### config.mk
export PLATFORM = sky130hd
export DESIGN_NAME = vip_yuv422_to_444
export DESIGN_NICKNAME = d
export VERILOG_FILES = /design/src/rtl/vip_pkg.sv /design/src/rtl/vip_sync_delay.sv /design/src/rtl/vip_yuv422_to_444.sv
export SDC_FILE = /design/constraint.sdc
export NUM_CORES = 1
export LEC_CHECK = 0
export BUFFER_PORTS_ARGS = -buffer_cell sky130_fd_sc_hd__buf_2
export CORE_UTILIZATION = 35
export CTS_CLUSTER_SIZE = 8
export DETAILED_ROUTE_END_ITERATION = 6
export SLEW_MARGIN = 20
export SYNTH_ARGS = -nofsm -noshare
export SYNTH_HDL_FRONTEND = slang
export SYNTH_HIERARCHICAL = 1
export SYNTH_SLANG_ARGS = --single-unit
### constraint.sdc
create_clock -name pclk -period 1.5 [get_ports pclk]
set_input_delay 0.3 -clock pclk [delete_from_list [all_inputs] [get_ports pclk]]
set_output_delay 0.3 -clock pclk [all_outputs]
set_load 0.05 [all_outputs]
### src/rtl/vip_pkg.sv
// Shared constants and types for the VIP YUV422 -> YUV444 chroma stage.
package vip_pkg;

  localparam int unsigned VIP_422_LAT        = 2;
  localparam int unsigned VIP_422_LAT_INTERP = 4;

  // Phase of the pixel currently on the input within its horizontal pair.
  typedef enum logic {
    PH_EVEN = 1'b0,
    PH_ODD  = 1'b1
  } phase_t;

  // Last pixel of a pair that was captured.
  typedef enum logic [1:0] {
    ST_IDLE = 2'd0,
    ST_EVEN = 2'd1,
    ST_ODD  = 2'd2
  } pair_st_t;

  // Mid-scale chroma value used when a component is missing.
  function automatic logic [31:0] neutral(input int unsigned bits);
    return 32'd1 << (bits - 1);
  endfunction

endpackage

### src/rtl/vip_sync_delay.sv
// DEPTH-stage shift register for href, vsync and luma, shared by VIP stages.
module vip_sync_delay #(
  parameter int unsigned DEPTH = 2,
  parameter int unsigned W     = 8
) (
  input  logic         pclk,
  input  logic         rst_n,
  input  logic         in_href,
  input  logic         in_vsync,
  input  logic [W-1:0] in_y,
  output logic         out_href,
  output logic         out_vsync,
  output logic [W-1:0] out_y
);

  logic [DEPTH-1:0] href_sr;
  logic [DEPTH-1:0] vsync_sr;
  logic [W-1:0]     y_sr [DEPTH];

  // Shift all three streams one stage per pclk.
  always_ff @(posedge pclk or negedge rst_n) begin
    if (!rst_n) begin
      href_sr  <= '0;
      vsync_sr <= '0;
      for (int unsigned i = 0; i < DEPTH; i++) y_sr[i] <= '0;
    end else begin
      href_sr[0]  <= in_href;
      vsync_sr[0] <= in_vsync;
      y_sr[0]     <= in_y;
      for (int unsigned i = 1; i < DEPTH; i++) begin
        href_sr[i]  <= href_sr[i-1];
        vsync_sr[i] <= vsync_sr[i-1];
        y_sr[i]     <= y_sr[i-1];
      end
    end
  end

  assign out_href  = href_sr[DEPTH-1];
  assign out_vsync = vsync_sr[DEPTH-1];
  assign out_y     = y_sr[DEPTH-1];

endmodule

### src/rtl/vip_yuv422_to_444.sv
// YUV422 {Y,C} stream to per-pixel Y/U/V with chroma replication.
// Optional macro VIP_YUV422_INTERP_EN: interpolate odd-pixel chroma, LAT = 4.
module vip_yuv422_to_444
  import vip_pkg::*;
#(
  parameter int unsigned BITS     = 8,
  parameter int unsigned WIDTH    = 1280,
  parameter int unsigned HEIGHT   = 960,
  parameter bit          CB_FIRST = 1'b1
) (
  input  logic            pclk,
  input  logic            rst_n,
  input  logic            in_href,
  input  logic            in_vsync,
  input  logic [BITS-1:0] in_y,
  input  logic [BITS-1:0] in_c,
  output logic            out_href,
  output logic            out_vsync,
  output logic [BITS-1:0] out_y,
  output logic [BITS-1:0] out_u,
  output logic [BITS-1:0] out_v
);

  if (WIDTH == 0 || HEIGHT == 0) begin : g_bad_geometry
    $error("vip_yuv422_to_444: WIDTH and HEIGHT must be non-zero");
  end

`ifdef VIP_YUV422_INTERP_EN
  localparam int unsigned LAT = VIP_422_LAT_INTERP;
`else
  localparam int unsigned LAT = VIP_422_LAT;
`endif

  localparam logic [BITS-1:0] NEUTRAL = BITS'(neutral(BITS));

  phase_t          ph;
  pair_st_t        st;
  logic [BITS-1:0] c0_hold;
  logic [BITS-1:0] pair_u, pair_v;
  logic            pair_full;
  logic            href_d, vsync_d;
  logic [BITS-1:0] y_d;
  logic [BITS-1:0] u_sel, v_sel;

  // Phase tracking and pair FSM; pair chroma is loaded when the odd pixel
  // arrives, which is the same edge that presents the even pixel at LAT 2.
  always_ff @(posedge pclk or negedge rst_n) begin
    if (!rst_n) begin
      ph        <= PH_EVEN;
      st        <= ST_IDLE;
      c0_hold   <= '0;
      pair_u    <= '0;
      pair_v    <= '0;
      pair_full <= 1'b0;
    end else if (in_href) begin
      ph <= (ph == PH_EVEN) ? PH_ODD : PH_EVEN;
      if (ph == PH_EVEN) begin
        c0_hold <= in_c;
        st      <= ST_EVEN;
      end else begin
        pair_u    <= CB_FIRST ? c0_hold : in_c;
        pair_v    <= CB_FIRST ? in_c : c0_hold;
        pair_full <= 1'b1;
        st        <= ST_ODD;
      end
    end else begin
      ph <= PH_EVEN;
      st <= ST_IDLE;
      // Lone trailing pixel: keep its own component, neutral for the other.
      if (st == ST_EVEN) begin
        pair_u    <= CB_FIRST ? c0_hold : NEUTRAL;
        pair_v    <= CB_FIRST ? NEUTRAL : c0_hold;
        pair_full <= 1'b0;
      end
    end
  end

  vip_sync_delay #(.DEPTH(LAT), .W(BITS)) u_sync (
    .pclk      (pclk),
    .rst_n     (rst_n),
    .in_href   (in_href),
    .in_vsync  (in_vsync),
    .in_y      (in_y),
    .out_href  (href_d),
    .out_vsync (vsync_d),
    .out_y     (y_d)
  );

`ifdef VIP_YUV422_INTERP_EN
  phase_t          ph1, ph2, ph3, ph4;
  logic            h1, h2, h3;
  logic            full3;
  logic [BITS-1:0] u3, v3, u4, v4;

  function automatic logic [BITS-1:0] avg(input logic [BITS-1:0] a, input logic [BITS-1:0] b);
    logic [BITS:0] s;
    s = {1'b0, a} + {1'b0, b} + {{BITS{1'b0}}, 1'b1};
    return s[BITS:1];
  endfunction

  // Two extra chroma stages; stage 3 then holds the following pair's chroma
  // whenever stage 4 shows an odd pixel that has a neighbour pair.
  always_ff @(posedge pclk or negedge rst_n) begin
    if (!rst_n) begin
      ph1 <= PH_EVEN; ph2 <= PH_EVEN; ph3 <= PH_EVEN; ph4 <= PH_EVEN;
      h1 <= 1'b0; h2 <= 1'b0; h3 <= 1'b0;
      full3 <= 1'b0;
      u3 <= '0; v3 <= '0; u4 <= '0; v4 <= '0;
    end else begin
      ph1   <= in_href ? ph : PH_EVEN;
      ph2   <= ph1;
      ph3   <= ph2;
      ph4   <= ph3;
      h1    <= in_href;
      h2    <= h1;
      h3    <= h2;
      full3 <= pair_full;
      u3    <= pair_u;
      v3    <= pair_v;
      u4    <= u3;
      v4    <= v3;
    end
  end

  // Odd pixels average with the next full pair; otherwise replicate.
  always_comb begin
    u_sel = u4;
    v_sel = v4;
    if (ph4 == PH_ODD && h3 && full3) begin
      u_sel = avg(u4, u3);
      v_sel = avg(v4, v3);
    end
  end
`else
  // Pair registers are already aligned to the LAT 2 output.
  always_comb begin
    u_sel = pair_u;
    v_sel = pair_v;
  end
`endif

  // Blank all components outside the active line.
  always_comb begin
    out_href  = href_d;
    out_vsync = vsync_d;
    out_y     = href_d ? y_d   : '0;
    out_u     = href_d ? u_sel : '0;
    out_v     = href_d ? v_sel : '0;
  end

endmodule
==> results of run 1 <==
-- flip-flops by register name, summed over array words and instances (netlist names) --
| signal | flops |
|---|---|
| u_sync/href_sr | 2 |
| pair_u | 8 |
| pair_v | 8 |
| st | 2 |
| u_sync/out_y | 8 |
| u_sync/vsync_sr | 2 |
| u_sync/y_sr | 8 |
| c0_hold | 8 |
-- cell usage after synthesis --
cell | number | share of area [%]
sky130_fd_sc_hd__a22o_1 | 7 | 3.6
sky130_fd_sc_hd__o21ai_4 | 1 | 0.96
sky130_fd_sc_hd__inv_1 | 3 | 0.66
sky130_fd_sc_hd__buf_2 | 1 | 0.29
sky130_fd_sc_hd__clkbuf_1 | 2 | 0.44
sky130_fd_sc_hd__buf_4 | 8 | 3.5
sky130_fd_sc_hd__and2_1 | 24 | 8.8
sky130_fd_sc_hd__nand2b_1 | 1 | 0.37
sky130_fd_sc_hd__and2_2 | 1 | 0.44
sky130_fd_sc_hd__dfrtp_1 | 46 | 68
sky130_fd_sc_hd__nor2b_1 | 1 | 0.37
sky130_fd_sc_hd__buf_6 | 2 | 1.3
sky130_fd_sc_hd__mux2_2 | 14 | 9.3
sky130_fd_sc_hd__mux2_4 | 2 | 1.8
sky130_fd_sc_hd__a21oi_1 | 1 | 0.29
-- through the flow --
stage	setup slack [ns]	total power [mW]	TNS, ns
final	-0.06592	2.971	-1.314
after global routing	-0.1086	3.122	-2.309
after CTS	-0.08237	2.933	-1.508
after detailed placement	0.1377	2.053	0
after global placement	0.1527	2.035	0
after floorplan	0.1202	1.905	0
-- worst max path at each step --
stage / from / end / slack, ns / cells after the start
3_5_place_dp: u_sync/href_sr[1] / out_v[0] / 0.14 / 2
4_1_cts: u_sync/href_sr[1] / out_v[6] / -0.08 / 3
3_3_place_gp: u_sync/href_sr[1] / out_v[0] / 0.15 / 2
5_1_grt: u_sync/href_sr[1] / out_y[2] / -0.11 / 3
6_report: u_sync/href_sr[1] / out_y[2] / -0.07 / 3
2_1_floorplan: u_sync/href_sr[1] / out_u[0] / 0.12 / 2
-- cells by family after synthesis --
logic type	count (synthesis)	share of synthesized area [%]
DFF	46	67.80
buffers and inverters	16	6.264
muxes	16	11.05
AOI/OAI and AO/OA	9	4.864
and+or+nand+nor	27	10.02
-- per-layer routing --
layer / GRT usage (%) / vias up / share of wire (%)
met1: 18.31 / 521 / 42
met4: 6.536 / 0 / 1.8
met5: 0 / - / 0
li1: - / 455 / -
met2: 22.43 / 20 / 52
met3: 4.219 / 7 / 3.6
-- power by group --
group / switching (mW) / total, mW / internal, mW
clock network: 0.373 / 0.738 / 0.365
registers: 0.0719 / 1.46 / 1.38
logic: 0.396 / 0.777 / 0.381
total: 0.841 / 2.97 / 2.13
-- layout make-up --
class	count	area, um^2	share of cell area (%)
clock buffer	7	86.33	3.635
inverter	3	11.26	0.4742
multi-input combinational	52	500.5	21.07
sequential	46	1155	48.63
tap	52	65.06	2.740
timing repair buffer	54	556.8	23.45
-- repair_timing --
item,CTS,global route
hold endpoints to repair,18,0
buffers inserted,3,0
hold buffers,1,0
cloned,0,1
endpoints found under the setup margin,25,25
resized for setup,63,35
==> impl_summary.md, run 1 <==
Final layout
The library cell used most frequently in the layout, excluding fill and tap cells, is sky130_fd_sc_hd__dfrtp_1. The count of fill cells added during filler insertion is roughly 400. The number of non-filler instances in the completed layout is 214. The top cell types in the final layout, fill and taps aside, are sky130_fd_sc_hd__dfrtp_1, sky130_fd_sc_hd__and2_4, sky130_fd_sc_hd__buf_8. The area growth from synthesis to layout is 39.87%. The net count of the finished layout is 182. Once layout is done, the placed cells without fillers occupy 0.002375 mm^2. The final standard cell utilization of the core is a little over half. The fraction of layout cells with a size suffix above 1 is roughly 63%. The number of antenna diodes in the final layout is 0.

Synth
The average cell area after synthesis is between 10 and 15 um^2. Summing every instance area after synthesis gives between 0.0015 and 0.002 mm^2. The register area share after synthesis is between 60 and 70%.

The Yosys step of the flow raised 6 warnings. The net count after synthesis is between 100 and 150. After synthesis the netlist holds a flip-flop and latch count of 46.

The number of distinct standard cells referenced by the synthesized netlist is 15. In the synthesized netlist, the number of instances is 114.

Floorplanning
The row count is 24. The area of the placeable core is between 0.004 and 0.005 mm^2. The die covers 0.005134 mm^2.

The number of top-level pins is 46. Measured along the x axis, the die boundary spans 71.65 um. The starting utilization of the core area is a little under two fifths. The vertical extent of the die is a little over 70 um.

Place
The global placement routability congestion is around 0.72. In this run the tool buffered the top-level ports with 45 buffer cells. The instance area at placement is ~0.002 mm^2. The placed wire-length estimate after detailed placement is about 2100 um. Including well taps, the total number of placed cells is ~200.

STA
The actual transition at the worst max-transition pin is 0.4357 ns. Hold is met by 0.1125 ns. Setup violations remaining at the end of the flow were counted as 24. The number of hold violations in the final report is 0. The time the worst path needs with I/O delays and setup is 1.566 ns. The achievable frequency is about 0.64 GHz. Setup repair after global routing could not meet its margin everywhere. Of the available clock period, the critical path in the final layout requires 104.4%. The clock arrives with about 0.0094 ns of skew. The worst max-slew margin expressed relative to the limit is 70.84%. The max-slew violation count is 0. The post-layout worst setup margin is -0.06592 ns.

Global routing
The global-route wire length before repair is around 5400 um. The number of global-route vias before repair is roughly 1,100. The number of antenna violations at the first check in global routing is 0. The global route total overflow is 0. In the global route stage, overall resource usage came out at 14.28%. The largest net degree at the start of global routing is 21.

Clock tree
The root buffer cell is sky130_fd_sc_hd__clkbuf_8. For the worst-skew pair, the clock arrives at the later sink with an insertion delay of about 0.29 ns. The clock-pin slew on the worst setup and hold paths is ~0.080 ns. The clock drives 46 sinks.

The clock tree from TritonCTS is built. In this run, CTS created clock tree buffers numbering 5. The H-tree generated during clock tree synthesis spans 2 levels.

The clock passes through at most 2 buffers.

Detailed routing
The DRC violations left is 0. In the final routed layout, each cell accounts on average for 14.86 um. Across all layers, the routed design uses ~1,000 vias.

Dividing the detail-routed via count by the number of cells gives approximately 4.7. After detailed routing, the total wire length is approximately 3200 um. The first-iteration detailed-routing DRC count is 55. The antenna violation net count after detailed routing is 0. The first-pass detailed-route iteration total is 4.

Power and ir drop
For this design the ratio of total power to cell area is 1251 mW/mm^2. The static leakage power is 1.140 nW. Across the VDD grid, the largest voltage drop is slightly above 0.0006 V.

Setup path
For this run, the slowest stage of the critical path takes about 0.52 ns. Among cell families on the critical path, the largest total delay comes from flip-flops. The worst-case register-to-register setup slack is 0.25 ns. The slowest stage of the critical path belongs to the cell sky130_fd_sc_hd__dfrtp_4. In this run the critical register-to-register path is launched from st[1]. The path type of the worst setup path is register to output pin. The worst register-to-register path ends at pair_u[0]. The data arrival at the endpoint of the critical path is approximately 1.3 ns. The capturing element type of the critical path is an output pin.

The number of cells on the worst reg-to-reg path is 3. Together, buffers and inverters on the worst path number 2. The top fanout value on the critical path is 6. STA classifies the critical path startpoint as a register. Traced cell by cell, the critical path runs through clkbuf_16 -> and2_4 -> buf_8. The required time of the critical path is 1.20 ns.

Flow run
The number of violations of the max-capacitance limit is 0.

Min path
The startpoint identified for the worst hold timing path is in_y[6]. The path class of the tightest hold or removal check is primary input to register. Along the worst hold path, the cell count comes to 1. For hold timing, the worst endpoint is u_sync/y_sr[14].

Outcome
The checks that failed: setup timing. The flow ran to the end, but the final reports show violations.
No activity file was read; power rests on OpenSTA's default activity.
==> run 2, diff against run 1 <==
- GPL_TIMING_DRIVEN: not set -> 0
==> run 2 against run 1 <==
Net effect:
- the flow finishes with violations (hold timing, setup timing)
- critical endpoint is now out_v[5]
- combinational power fell by 10%
- die area is the same
- via count up 0.30%
- sequential power barely moved
==> impl_summary.md, run 2 (same netlist as run 1, synthesis figures left out) <==
Detailed routing
The pre-antenna-repair detailed-routing pass consisted of 3 iterations. The final route contains 1,006 vias. The antenna violation net count after detailed routing is 0. For this block, the initial DRC count from the detailed router was 58. In the routed design, unresolved DRC markers number 0. In the routed layout, each cell is associated on average with a via count of around 4.6.

The routed length per placed instance is approximately 14 um. The final layout contains routed wiring with a total length of 3097 um.

Final layout
The number of non-filler instances in the completed layout is 220. The final standard cell utilization of the core is 51.33%. Of the cells placed in the final design, the portion with a size suffix greater than 1 is 63.10%. The most common library cell in the layout ignoring fill and taps is sky130_fd_sc_hd__dfrtp_1. Leaving out fill and tap cells, the most frequent cells in the layout are sky130_fd_sc_hd__dfrtp_1, sky130_fd_sc_hd__buf_6, sky130_fd_sc_hd__buf_2. From synthesis to final layout, the design area changed by 36.18%. The net count of the finished layout is 187. The count of fill cells added during filler insertion is roughly 400. 0 antenna diodes ended up in the layout.

Setup path
STA classifies the critical path endpoint as an output pin. The data arrival at the endpoint of the critical path is approximately 1.2 ns. The kind of cell with the highest combined delay along the critical path is flip-flops. The setup check on the worst reg-to-reg path leaves a slack of 0.24 ns. The largest single stage delay on the critical path is roughly 0.44 ns. Of all nets on the critical path, the largest fanout is 10. The required time of the critical path is ~1.2 ns. The endpoint identified for the worst register-to-register timing path is pair_u[6]. The critical path contains buffers and inverters numbering 2 combined. In this run the worst setup path terminates at out_v[5].

The largest individual stage delay along the critical path comes from the cell sky130_fd_sc_hd__dfrtp_2. The critical path launch point is u_sync/href_sr[1]. The critical path goes through buf_8 -> and2_2 -> buf_6. The number of stages on the worst setup path is 3.

The nature of the critical path startpoint is a register. The critical register-to-register path startpoint is st[1]. The critical path is of the register to output pin type. Measured in cells, the most critical reg-to-reg path has a length of 4.

Outcome
The flow ran to the end, but the final reports show violations. The final reports fail on hold timing, setup timing.

Power and ir drop
Net switching is 27.78% of the power. The part of the power in combinational logic is between 20% and 30%. Power comes to 2.994 mW. IR analysis of the VDD net gives a maximum drop of around 0.00055 V. The clock network burns approximately 28% of the power. The static leakage power is approximately 1.1 nW. The power dissipated by switching net loads is 0.8318 mW. The total internal power is about 2.2 mW.

The fraction of power consumed by sequential logic is 48.4%. The power per cell area is between 1000 and 1500 mW/mm^2.

Floorplanning
The initialized floorplan defines 24 standard-cell rows. The floorplan die area is between 0.005 and 0.006 mm^2. Once the floorplan was initialized, standard cells occupied between 30% and 40% of the core. The number of top-level pins is 46. The core region is around 0.0045 mm^2. The die is ~72 um tall.

The die is just over 70 um wide.

Clock tree
The root buffer cell is sky130_fd_sc_hd__clkbuf_8. The H-tree depth is 2. The clock drives 46 sinks. At the later pin of the worst-skew pair, clock insertion delay measures between 0.2 and 0.3 ns.

The clock tree from TritonCTS is built. Clock-pin slew was measured on the worst setup and hold paths at approximately 0.08 ns. Counting along the longest clock path gives a buffer depth of 2. For this design, the CTS-stage hold fixing added 0 buffers. Clock tree synthesis inserted a total of 5 buffers.

Flow run
The number of violations of the max-capacitance limit is 0.

STA
The count of final setup violators is 1. The number of hold violations in the final report is 2. Setup repair after global routing could not meet its margin everywhere. The achievable frequency is about 0.67 GHz. The time the worst path needs with I/O delays and setup is between 1.5 and 2 ns. Across all setup checks in the final design, the least slack found is -0.003693 ns.

Dividing the final minimum period by the clock period gives 100.2%. The max-slew violation count is 0. The clock arrives with between 0.002 and 0.0025 ns of skew.

Measured against its own limit, the worst slew margin works out to 63.62%. The actual transition at the worst max-transition pin is 0.5457 ns. The worst hold slack after final layout is -0.002828 ns.

Place
The worst slack at placement is around 0.0024 ns. The global placement routability congestion is 0.7088. Detailed placement finished with a half-perimeter wire length of between 2000 and 2500 um. Including well taps, the total number of placed cells is roughly 210. The count of buffers added on input and output ports is 45.

Global routing
The number of global-route vias before repair came to approximately 1,100. The global-route usage over all layers is 13.77%. The global-route wire length before repair is between 5000 and 6000 um. The largest net degree at the start of global routing is 47. The global route total overflow is 0. The number of antenna violations at the first check in global routing is 0.

Min path
The kind of path behind the tightest hold check is primary input to asynchronous set/reset pin.
run 2: how the worst min path moves through the flow:
stage	from	slack, ns	to
2_1_floorplan	rst_n	0.004	c0_hold[0]
3_3_place_gp	u_sync/vsync_sr[0]	0.33	u_sync/vsync_sr[1]
3_5_place_dp	u_sync/y_sr[11]	0.33	u_sync/out_y[3]
4_1_cts	in_vsync	0.11	u_sync/vsync_sr[0]
5_1_grt	rst_n	0.04	u_sync/vsync_sr[1]
6_report	rst_n	-0.003	u_sync/vsync_sr[0]
run 2: metal layers:
metal | global-route usage (%) | up-vias | wire [um]
met5 | 0 | - | 0
met4 | 5.229 | 0 | 59
met3 | 3.938 | 6 | 98
met2 | 23.27 | 20 | 1612
met1 | 16.74 | 515 | 1326
li1 | - | 465 | -
run 2: through the flow:
step | TNS, ns | area [um^2]
3_5_place_dp | 0 | 2014
4_1_cts | -0.3260 | 2287
3_3_place_gp | 0 | 2014
5_1_grt | -0.6509 | 2312
2_1_floorplan | 0 | 1724
6_report | -0.003693 | 2312
run 2: power by group through the flow:
stage                     sequential, mW  clock, mW  combinational (mW)
after CTS                           1.45      0.866               0.689
final                               1.45      0.847               0.698
after global routing                1.47      0.914               0.740
after global placement              1.46          0               0.585
after floorplan                     1.46          0               0.445
after detailed placement            1.48          0               0.597
run 2: what timing repair did:
action,CTS,global route
cloned,0,0
buffers inserted,1,0
gates resized for setup,50,8
hold endpoints to repair,0,0
setup endpoints to repair,20,24
run 2: layout make-up:
type                       count  area, um^2  share of cell area [%]
multi-input combinational     52       466.7                   20.18
tap                           52       65.06                   2.814
sequential                    46        1152                   49.84
inverter                       3       11.26                  0.4870
buffer                        13       117.6                   5.087
timing repair buffer          46       389.1                   16.83
clock buffer                   8       110.1                   4.762
